## src/rtl/mempool_lrwait_table_pkg.sv

```systemverilog
// Shared constants and types for the per-bank LR/SC + LRWait reservation table.
package mempool_lrwait_table_pkg;

  localparam logic [3:0] AMO_NONE = 4'h0;
  localparam logic [3:0] AMO_LR   = 4'hA;
  localparam logic [3:0] AMO_SC   = 4'hB;

  localparam int unsigned LrWaitQueueDepth = 4;
  localparam int unsigned LrWaitAddrWidth  = 8;
  localparam int unsigned LrWaitIdWidth    = 8;

  typedef struct packed {
    logic                       valid;
    logic [LrWaitAddrWidth-1:0] addr;
    logic [LrWaitIdWidth-1:0]   owner;
  } lrwait_entry_t;

  // Anything that is neither LR nor SC but writes the bank breaks a reservation.
  function automatic logic is_plain_write(input logic [3:0] amo, input logic wen);
    return wen && (amo != AMO_LR) && (amo != AMO_SC);
  endfunction

endpackage

```

## src/rtl/mempool_lrwait_queue.sv

```systemverilog
// Circular FIFO of deferred LRWait requester ids; wrap-bit pointers tell full from empty.
module mempool_lrwait_queue #(
  parameter int unsigned Depth     = 4,
  parameter int unsigned DataWidth = 8
) (
  input  logic                 clk_i,
  input  logic                 rst_i,
  input  logic                 push_i,
  input  logic [DataWidth-1:0] data_i,
  input  logic                 pop_i,
  output logic [DataWidth-1:0] data_o,
  output logic                 full_o,
  output logic                 empty_o
);

  localparam int unsigned PtrWidth = $clog2(Depth);

  logic [PtrWidth:0]    wr_ptr_q, rd_ptr_q;
  logic [DataWidth-1:0] mem_q [Depth];
  logic                 do_push, do_pop;

  assign empty_o = (wr_ptr_q == rd_ptr_q);
  assign full_o  = (wr_ptr_q[PtrWidth] != rd_ptr_q[PtrWidth]) &&
                   (wr_ptr_q[PtrWidth-1:0] == rd_ptr_q[PtrWidth-1:0]);
  assign data_o  = mem_q[rd_ptr_q[PtrWidth-1:0]];

  assign do_push = push_i && !full_o;
  assign do_pop  = pop_i && !empty_o;

  always_ff @(posedge clk_i or posedge rst_i) begin
    if (rst_i) begin
      wr_ptr_q <= '0;
      rd_ptr_q <= '0;
    end else begin
      if (do_push) wr_ptr_q <= wr_ptr_q + 1'b1;
      if (do_pop)  rd_ptr_q <= rd_ptr_q + 1'b1;
    end
  end

  always_ff @(posedge clk_i) begin
    if (do_push) mem_q[wr_ptr_q[PtrWidth-1:0]] <= data_i;
  end

endmodule

```

## src/rtl/mempool_lrwait_table.sv

```systemverilog
// Per-bank LR/SC + LRWait reservation table with deferred-waiter hand-off and wake token.
// Optional saturating event counters when MEMPOOL_LRWAIT_STATS_EN is defined.
module mempool_lrwait_table
  import mempool_lrwait_table_pkg::*;
#(
  parameter int unsigned NumLrWaitAddr = 4,
  parameter int unsigned QueueDepth    = LrWaitQueueDepth,
  parameter int unsigned AddrWidth     = 8,
  parameter int unsigned IdWidth       = 8,
  parameter int unsigned CntWidth      = 16
) (
  input  logic                 clk_i,
  input  logic                 rst_i,
  input  logic                 req_valid_i,
  output logic                 req_ready_o,
  input  logic [AddrWidth-1:0] req_addr_i,
  input  logic [3:0]           req_amo_i,
  input  logic                 req_lrwait_i,
  input  logic                 req_wen_i,
  input  logic [IdWidth-1:0]   req_id_i,
  output logic                 dec_valid_o,
  output logic                 dec_wen_o,
  output logic                 dec_sc_ok_o,
  output logic                 dec_defer_o,
  output logic                 wake_valid_o,
  input  logic                 wake_ready_i,
  output logic [IdWidth-1:0]   wake_id_o,
  output logic [AddrWidth-1:0] wake_addr_o
`ifdef MEMPOOL_LRWAIT_STATS_EN
  ,
  output logic [CntWidth-1:0]  stat_defer_o,
  output logic [CntWidth-1:0]  stat_sc_fail_o,
  output logic [CntWidth-1:0]  stat_table_full_o
`endif
);

  localparam int unsigned IdxWidth = (NumLrWaitAddr > 1) ? $clog2(NumLrWaitAddr) : 1;

  typedef struct packed {
    logic                 valid;
    logic [AddrWidth-1:0] addr;
    logic [IdWidth-1:0]   owner;
  } entry_t;

  entry_t [NumLrWaitAddr-1:0] tbl_q, tbl_d;

  logic [NumLrWaitAddr-1:0] q_push, q_pop, q_full, q_empty;
  logic [IdWidth-1:0]       q_head [NumLrWaitAddr];

  logic                 accept, is_lr, is_sc, is_wr;
  logic                 hit, has_free;
  logic [IdxWidth-1:0]  hit_idx, free_idx;
  logic                 alloc, release_res, table_full;
  logic                 dec_wen_d, dec_sc_ok_d, dec_defer_d, sc_fail;
  logic                 wake_load;

  logic                 dec_valid_q, dec_wen_q, dec_sc_ok_q, dec_defer_q;
  logic                 wake_valid_q;
  logic [IdWidth-1:0]   wake_id_q;
  logic [AddrWidth-1:0] wake_addr_q;

  assign req_ready_o = !wake_valid_q || wake_ready_i;
  assign accept      = req_valid_i && req_ready_o;
  assign is_lr       = (req_amo_i == AMO_LR);
  assign is_sc       = (req_amo_i == AMO_SC);
  assign is_wr       = is_plain_write(req_amo_i, req_wen_i);

  // Descending scan so the lowest free index wins.
  always_comb begin
    hit      = 1'b0;
    hit_idx  = '0;
    has_free = 1'b0;
    free_idx = '0;
    for (int i = NumLrWaitAddr - 1; i >= 0; i--) begin
      if (tbl_q[i].valid && (tbl_q[i].addr == req_addr_i)) begin
        hit     = 1'b1;
        hit_idx = IdxWidth'(i);
      end
      if (!tbl_q[i].valid) begin
        has_free = 1'b1;
        free_idx = IdxWidth'(i);
      end
    end
  end

  always_comb begin
    dec_wen_d   = req_wen_i;
    dec_sc_ok_d = 1'b0;
    dec_defer_d = 1'b0;
    alloc       = 1'b0;
    release_res = 1'b0;
    table_full  = 1'b0;
    sc_fail     = 1'b0;
    if (is_lr) begin
      if (hit) begin
        dec_defer_d = req_lrwait_i && !q_full[hit_idx];
      end else if (has_free) begin
        alloc = 1'b1;
      end else begin
        table_full = 1'b1;
      end
    end else if (is_sc) begin
      dec_sc_ok_d = hit && (tbl_q[hit_idx].owner == req_id_i);
      dec_wen_d   = dec_sc_ok_d;
      release_res = dec_sc_ok_d;
      sc_fail     = !dec_sc_ok_d;
    end else if (is_wr) begin
      release_res = hit;
    end
  end

  // On release the head waiter inherits ownership and is woken to replay its LR.
  always_comb begin
    tbl_d     = tbl_q;
    q_push    = '0;
    q_pop     = '0;
    wake_load = 1'b0;
    if (accept) begin
      if (alloc) begin
        tbl_d[free_idx] = '{valid: 1'b1, addr: req_addr_i, owner: req_id_i};
      end
      if (dec_defer_d) q_push[hit_idx] = 1'b1;
      if (release_res) begin
        if (q_empty[hit_idx]) begin
          tbl_d[hit_idx].valid = 1'b0;
        end else begin
          q_pop[hit_idx]       = 1'b1;
          tbl_d[hit_idx].owner = q_head[hit_idx];
          wake_load            = 1'b1;
        end
      end
    end
  end

  for (genvar g = 0; g < NumLrWaitAddr; g++) begin : gen_queue
    mempool_lrwait_queue #(
      .Depth     (QueueDepth),
      .DataWidth (IdWidth)
    ) u_queue (
      .clk_i   (clk_i),
      .rst_i   (rst_i),
      .push_i  (q_push[g]),
      .data_i  (req_id_i),
      .pop_i   (q_pop[g]),
      .data_o  (q_head[g]),
      .full_o  (q_full[g]),
      .empty_o (q_empty[g])
    );
  end

  always_ff @(posedge clk_i or posedge rst_i) begin
    if (rst_i) begin
      tbl_q        <= '0;
      dec_valid_q  <= 1'b0;
      dec_wen_q    <= 1'b0;
      dec_sc_ok_q  <= 1'b0;
      dec_defer_q  <= 1'b0;
      wake_valid_q <= 1'b0;
      wake_id_q    <= '0;
      wake_addr_q  <= '0;
    end else begin
      tbl_q       <= tbl_d;
      dec_valid_q <= accept;
      dec_wen_q   <= accept && dec_wen_d;
      dec_sc_ok_q <= accept && dec_sc_ok_d;
      dec_defer_q <= accept && dec_defer_d;
      if (wake_load) begin
        wake_valid_q <= 1'b1;
        wake_id_q    <= q_head[hit_idx];
        wake_addr_q  <= req_addr_i;
      end else if (wake_ready_i) begin
        wake_valid_q <= 1'b0;
      end
    end
  end

  assign dec_valid_o  = dec_valid_q;
  assign dec_wen_o    = dec_wen_q;
  assign dec_sc_ok_o  = dec_sc_ok_q;
  assign dec_defer_o  = dec_defer_q;
  assign wake_valid_o = wake_valid_q;
  assign wake_id_o    = wake_id_q;
  assign wake_addr_o  = wake_addr_q;

`ifdef MEMPOOL_LRWAIT_STATS_EN
  logic [CntWidth-1:0] stat_defer_q, stat_sc_fail_q, stat_table_full_q;

  always_ff @(posedge clk_i or posedge rst_i) begin
    if (rst_i) begin
      stat_defer_q      <= '0;
      stat_sc_fail_q    <= '0;
      stat_table_full_q <= '0;
    end else if (accept) begin
      if (dec_defer_d && (stat_defer_q != '1))     stat_defer_q      <= stat_defer_q + 1'b1;
      if (sc_fail && (stat_sc_fail_q != '1))       stat_sc_fail_q    <= stat_sc_fail_q + 1'b1;
      if (table_full && (stat_table_full_q != '1)) stat_table_full_q <= stat_table_full_q + 1'b1;
    end
  end

  assign stat_defer_o      = stat_defer_q;
  assign stat_sc_fail_o    = stat_sc_fail_q;
  assign stat_table_full_o = stat_table_full_q;
`endif

endmodule

```

## config.mk

```make
export PLATFORM = sky130hd
export DESIGN_NAME = mempool_lrwait_table
export DESIGN_NICKNAME = d
export VERILOG_FILES = /design/src/rtl/mempool_lrwait_table_pkg.sv /design/src/rtl/mempool_lrwait_queue.sv /design/src/rtl/mempool_lrwait_table.sv
export SDC_FILE = /design/constraint.sdc
export NUM_CORES = 1
export LEC_CHECK = 0
export CORE_AREA = 2 2 240 195
export DETAILED_ROUTE_END_ITERATION = 10
export DIE_AREA = 0 0 242 197
export GPL_ROUTABILITY_DRIVEN = 0
export HOLD_SLACK_MARGIN = 0.12
export MAX_ROUTING_LAYER = met4
export PLACE_DENSITY_LB_ADDON = 0.05
export SLEW_MARGIN = 10
export SYNTH_ARGS = -nofsm -noshare
export SYNTH_HDL_FRONTEND = slang
export SYNTH_SLANG_ARGS = --single-unit
```

## constraint.sdc

```tcl
create_clock -name clk_i -period 6 [get_ports clk_i]
set_input_delay 1.8 -clock clk_i [delete_from_list [all_inputs] [get_ports clk_i]]
set_output_delay 1.8 -clock clk_i [all_outputs]
set_load 0.005 [all_outputs]
```

Word-level counts from Yosys, hierarchy flattened
Memories as Yosys holds them, arrays and structs flattened.
Index checks and enable logic that the tools add are counted.
Cells by class
  bitwise operators: 1
  eq/ne operators: 21
  reduce and logical (&&, ||, !) cells: 38
  order comparisons: 5
  add/sub/neg operators: 8
  muxes and demuxes: 70
Operators by type and width (count)
  2-to-1 mux 68 bit: 4
  bitwise mux 68 bit: 3
  demux 17 bit (select 2 bit): 3
  == test 8 bit: 5
  2-to-1 mux 1 bit: 36
  binary-select mux 17 bit (select 2 bit): 1
  2-to-1 mux 17 bit: 2
  2-to-1 mux 8 bit: 4
  logical AND 1 bit: 26
  adder 3 x 1 -> 3 bit (second input constant): 8
  2-to-1 mux 4 bit: 5
  binary-select mux 8 bit (select 2 bit): 1
  2-to-1 mux 2 bit: 8
  == test 3 bit: 4
  logical NOT 1 bit: 10
  == test 2 bit: 4
  == test 4 bit (second input constant): 2
  != test 4 bit (second input constant): 2
  less-than comparator 2 x 3 -> 1 bit (second input constant): 2
  binary-select mux 1 bit (select 2 bit): 2
  greater-or-equal comparator 2 x 1 -> 1 bit (second input constant): 2
  != test 1 bit: 4
  greater-or-equal comparator 3 bit (second input constant): 1
  NOT 2 -> 3 bit: 1
  other kinds (3): 3
Storage, ports and cells
  input bits: 26
  register bits: 113
  output and inout bits: 22
  RAM bits: 128
  memories kept: 4
Memory list
  gen_queue[0].u_queue.mem_q: words 4, width 8, rd ports 1, clocked after Yosys merged registers in 0, write ports 1, RTL line mempool_lrwait_queue.sv:19  | logic [DataWidth-1:0] mem_q [Depth];
  gen_queue[1].u_queue.mem_q: words 4, width 8, rd ports 1, clocked after Yosys merged registers in 0, write ports 1, RTL line mempool_lrwait_queue.sv:19
  gen_queue[2].u_queue.mem_q: words 4, width 8, rd ports 1, clocked after Yosys merged registers in 0, write ports 1, RTL line mempool_lrwait_queue.sv:19
  gen_queue[3].u_queue.mem_q: words 4, width 8, rd ports 1, clocked after Yosys merged registers in 0, write ports 1, RTL line mempool_lrwait_queue.sv:19

Logic depth before layout (Yosys ltp)
  depth in word-level cells: 17
  mapped depth: 15
  depth with buffers taken out: 10

Modules after synthesis
Synthesis repeated with hierarchy kept, for this count alone.
Second synthesis, totals
  cell total of the unflattened synthesis: 922
  area total of the unflattened synthesis: 11772.5 µm²
Modules (own cells, without submodules)
  mempool_lrwait_table: instances 1, sequential area each 2227.1 µm², cells an instance 558, area each 5098.6 µm²
  mempool_lrwait_queue at gen_queue[1].u_queue ...: instances 2, sequential area each 1111.1 µm², cells an instance 91, area each 1679.1 µm²
  mempool_lrwait_queue at gen_queue[0].u_queue ...: instances 2, sequential area each 1111.1 µm², cells an instance 91, area each 1657.8 µm²

Least setup slack after synthesis
OpenSTA, ideal clock, no wires.
  path type: input port to flip-flop
  start: input port req_addr_i[2]
  end: register wake_id_q[0] (netlist: wake_id_o[0])
  setup slack: 0.976 ns
  arrival: 4.896 ns
  data required time: 5.872 ns
  cell stages on the path: 14
  library setup time: 0.128 ns
  cells stage by stage: buf_2 > xor2_1 > nor4_4 > and3_1 > buf_4 > o311ai_1 > a22oi_1 > xor2_1 > nand4_1 > or4_4 > buf_6 > a21oi_4 > buf_6 > mux2_1
On the way
  cells in the longest elaborated chain, start to end: 14
  elaborated cells on any way between the ends: 32
Ends and longest elaborated chain
  start, declared: RTL line mempool_lrwait_table.sv:16  | input logic [AddrWidth-1:0] req_addr_i,
  == test 8 bit: RTL line mempool_lrwait_table.sv:75  | if (tbl_q[i].valid && (tbl_q[i].addr == req_addr_i)) begin
  logical AND 1 bit: RTL line mempool_lrwait_table.sv:75
  2-to-1 mux 2 bit (4 in a row): RTL line mempool_lrwait_table.sv:75
  binary-select mux 17 bit (select 2 bit): RTL line mempool_lrwait_table.sv:103  | dec_sc_ok_d = hit && (tbl_q[hit_idx].owner == req_id_i);
  2-to-1 mux 8 bit (implied by the code): RTL line mempool_lrwait_table.sv:103
  == test 8 bit: RTL line mempool_lrwait_table.sv:103
  logical AND 1 bit: RTL line mempool_lrwait_table.sv:103
  2-to-1 mux 1 bit: RTL line mempool_lrwait_table.sv:102  | end else if (is_sc) begin
  2-to-1 mux 1 bit: RTL line mempool_lrwait_table.sv:94  | if (is_lr) begin
  2-to-1 mux 1 bit: RTL line mempool_lrwait_table.sv:123  | if (release_res) begin
  2-to-1 mux 1 bit: RTL line mempool_lrwait_table.sv:118  | if (accept) begin
  end signal, assigned: RTL line mempool_lrwait_table.sv:169  | wake_id_q <= q_head[hit_idx];
  end, declared: RTL line mempool_lrwait_table.sv:59  | logic [IdWidth-1:0] wake_id_q;
Parallel ways exist; a longest one is shown, timed or not. The select of a mux whose other input is x is not followed.
A chain may end at the register's enable or synchronous reset.

Worst setup path in the final report
  start: input port req_addr_i[5]
  end: register tbl_q[54] in the netlist's numbering
On the way
  cells in the longest elaborated chain, start to end: 13
  elaborated cells on any way between the ends: 43
Ends and longest elaborated chain
  == test 8 bit: RTL line mempool_lrwait_table.sv:75
  logical AND 1 bit: RTL line mempool_lrwait_table.sv:75
  2-to-1 mux 2 bit or 2-to-1 mux 1 bit (tied branches) (4 in a row): RTL line mempool_lrwait_table.sv:75
  less-than comparator 2 x 3 -> 1 bit (implied by the code) (tied with other cells): RTL line mempool_lrwait_table.sv:128  | tbl_d[hit_idx].owner = q_head[hit_idx];
  logical AND 1 bit (implied by the code) (tied with other cells): RTL line mempool_lrwait_table.sv:128
  2-to-1 mux 8 bit (implied by the code) (tied with other cells): RTL line mempool_lrwait_table.sv:128
  demux 17 bit (select 2 bit) (tied with other cells): RTL line mempool_lrwait_table.sv:128
  bitwise mux 68 bit (tied with other cells): RTL line mempool_lrwait_table.sv:128
  2-to-1 mux 68 bit or 2-to-1 mux 1 bit (tied branches): RTL line mempool_lrwait_table.sv:124, mempool_lrwait_table.sv:94
  2-to-1 mux 68 bit (*): RTL line mempool_lrwait_table.sv:123
  end signal, assigned: RTL line mempool_lrwait_table.sv:162  | tbl_q <= tbl_d;
  end, declared: RTL line mempool_lrwait_table.sv:45  | entry_t [NumLrWaitAddr-1:0] tbl_q, tbl_d;
Mark *: on every way between the ends. The rest lies on a longest branch, timed or not. The select of a mux whose other input is x is not followed.

==> flow_summary.yaml <==
drt:
  dr_total_vias: 7497
  drc: 0
  wire_per_inst_um: 23.0
  drt-pass1-iter-count: 8
  totalWireLength_um: 36700
  drtIter0Drc: 694
  ant_nets: 0
  vias_per_cell: 4.71
timing:
  period_share: 0.937
  rsz0062_at_grt: "false"
  hold_viol_final: 0
  max_freq_ghz: 0.178
  post-route-min-period_ns: 5.62
  setup-tns-final_ns: 0
  tightest_slew_ns: 0.983
  relSlewSlack: 0.342
  setup_ws_ns: 0.380
  final_max_slew_viol_count: 0
  finClkSkew_ns: 0.0167
  setup_viol: 0
logic_synthesis:
  synth-seq-area-share: 0.596
  synth_seq_cells: 241
  yosys-top-cells-area: "edfxtp_1 (34%), dfrtp_1 (25%), mux4_2 (6.4%)"
  netlist_area_um2: 11200
  avgSynthCellArea_um2: 13.6
  ys_async_sr_fraction: 0.469
  syn_inst: 824
  dominantRegCellSynth: "edfxtp_1"
  synth-edff-count: 128
  ys_warn_count: 0
  yosysTopAreaCellShare: 0.344
  synth_nets: 870
  yosysTopAreaCell: "edfxtp_1"
  yosysUniqueCellTypes: 58
floorplan:
  num_io_pins: 48
  rows: 70
  dieArea_um2: 47700
  start_util: 0.248
  core-area_um2: 45200
  dieWidth_um: 242
  dieHeight_um: 197
global_routing:
  grt_pass1_wl_um: 53400
  antenna_found_initial: 0
  grt_pass1_vias: 7630
  grt_use_total: 0.158
  grt_overflow_total: 0
  grt_max_degree: 107
clocking:
  cts.path.max_buffers: 3
  cts_buffers: 29
  hold_buffers: 0
  insertion_delay_ns: 0.56
  post_cts_buffers: 0
  clkSlewWorstSetupHoldPaths_ns: 0.05
  cts_tree: "built"
  cts_root_buffer: "clkbuf_16"
  htree_levels: 1
  cts_sinks: 241
  cts_resized: 0
setup_path:
  crit_arrival_ns: 6.03
  startpoint_type: "primary input"
  startpoint: "req_addr_i[5]"
  reg2reg_depth: 13
  worstSetupEndpointType: "register"
  worstPathRequired_ns: 6.41
  cp_max_fo: 21
  worstReg2RegEnd: "tbl_q[54]"
  crit_type: "primary input to register"
  r2r_slack_ns: 1.85
  endpoint: "tbl_q[54]"
placed_design:
  post-place-ws_ns: -0.161
  dpl.hpwl_um: 26400
  port-buffer-count: 47
layout:
  post-route-util: 0.311
  register_area_um2: 6670
  nets: 1003
  mostFrequentLayoutCell: "edfxtp_1"
  area_delta_synth_final_pct: 25.6
  fillers: 4580
  drive_above_1_share: 0.239
  most-common-layout-cells: "edfxtp_1 (128), dfrtp_1 (113), buf_4 (94)"
  multi_input_area_um2: 4200
power_and_ir_drop:
  p_per_area_nw_per_um2: 298
  vdd_drop_max_mv: 0.178
  leakagePower_uw: 0.00534
job:
  drv_cap: 0
status:
  outcome: "finished, final reports clean"
hold_path:
  hold_path_class: "register to register"
## kinds of logic after synthesis
group / count (synthesis) / share of synthesized area
adder cells (fa/ha/maj): 20 / 0.0224
AO/OA/AOI/OAI: 130 / 0.0896
multiplexers: 84 / 0.117
buffers and inverters: 72 / 0.0289
AND/OR/NAND/NOR: 211 / 0.0943
XOR/XNOR: 66 / 0.0517
flip-flops: 241 / 0.596
## where the power goes
group	switching, uW	total [uW]	leakage [uW]	internal [uW]
sequential	99.0	1950	0.00261	1850
combinational	254	486	0.00227	232
clock	712	1750	0.000462	1040
## metal layers
| layer | wire, um | track usage | up-vias |
|---|---|---|---|
| met5 | 0 | - | - |
| li1 | - | - | 3391 |
| met1 | 18500 | 0.232 | 3862 |
| met2 | 15200 | 0.221 | 201 |
| met3 | 2320 | 0.0380 | 43 |
| met4 | 609 | 0.0290 | 0 |
## worst min-delay path by stage
stage,endpoint,slack [ns],from,cells past startpoint
after floorplan,gen_queue[0].u_queue.wr_ptr_q[2],0.46,gen_queue[0].u_queue.wr_ptr_q[2],1
after detailed placement,gen_queue[3].u_queue.rd_ptr_q[2],0.48,gen_queue[3].u_queue.rd_ptr_q[2],1
final,gen_queue[3].u_queue.wr_ptr_q[2],0.49,gen_queue[3].u_queue.wr_ptr_q[2],1
after CTS,gen_queue[3].u_queue.rd_ptr_q[2],0.49,gen_queue[3].u_queue.rd_ptr_q[2],1
after global placement,wake_addr_o[6],0.48,wake_addr_o[6],1
after global routing,gen_queue[3].u_queue.rd_ptr_q[2],0.50,gen_queue[3].u_queue.rd_ptr_q[2],1
## metrics by stage
stage               power, uW  hold WS (ns)  instance area (um2)  std cells
floorplan                2210         0.460                11200        824
detailed placement       2460         0.481                13100       1538
finish                   4190         0.486                14000       1593
CTS                      4240         0.490                14000       1592
global placement         2460         0.476                13100       1538
global route             4360         0.500                14000       1592
## synthesized netlist by cell type (5+ instances only)
cell type / n
buf_6: 5
edfxtp_1: 128
a21o_1: 6
ha_1: 20
xor2_1: 43
nand3_1: 15
a21oi_1: 17
a22oi_1: 8
o21a_1: 5
nor2_1: 51
nor3_1: 36
a211oi_1: 38
nand4_1: 16
xnor2_1: 23
and2_1: 18
dfrtp_1: 113
a222oi_1: 6
inv_1: 22
mux4_2: 32
mux2_2: 39
clkbuf_1: 31
and3_1: 5
buf_2: 9
mux2_1: 13
nand2_1: 46
o21ai_0: 10
a2111oi_0: 20
## worst max-delay path, cell delays in order
cell and delay [ns]:
clkdlybuf4s50_1 0.58, xor2_1 0.30, nor3_1 0.12, buf_4 0.16, and3_1 0.19, o31ai_2 0.66
buf_4 0.32, nand2_1 0.09, nand3_1 0.11, nand4_1 0.16, or4_4 0.67, buf_4 0.26
a2111oi_0 0.49, a211oi_1 0.10
## cell type report
| class | instances | area share |
|---|---|---|
| Clock buffer | 37 | 0.0552 |
| Multi-Input combinational cell | 511 | 0.299 |
| Clock inverter | 17 | 0.0117 |
| Tap cell | 612 | 0.0545 |
| Sequential cell | 241 | 0.475 |
| Inverter | 23 | 0.00632 |
| Timing Repair Buffer | 151 | 0.0980 |
| Antenna cell | 1 | 0.000178 |
(Power assumes the default switching activity.)
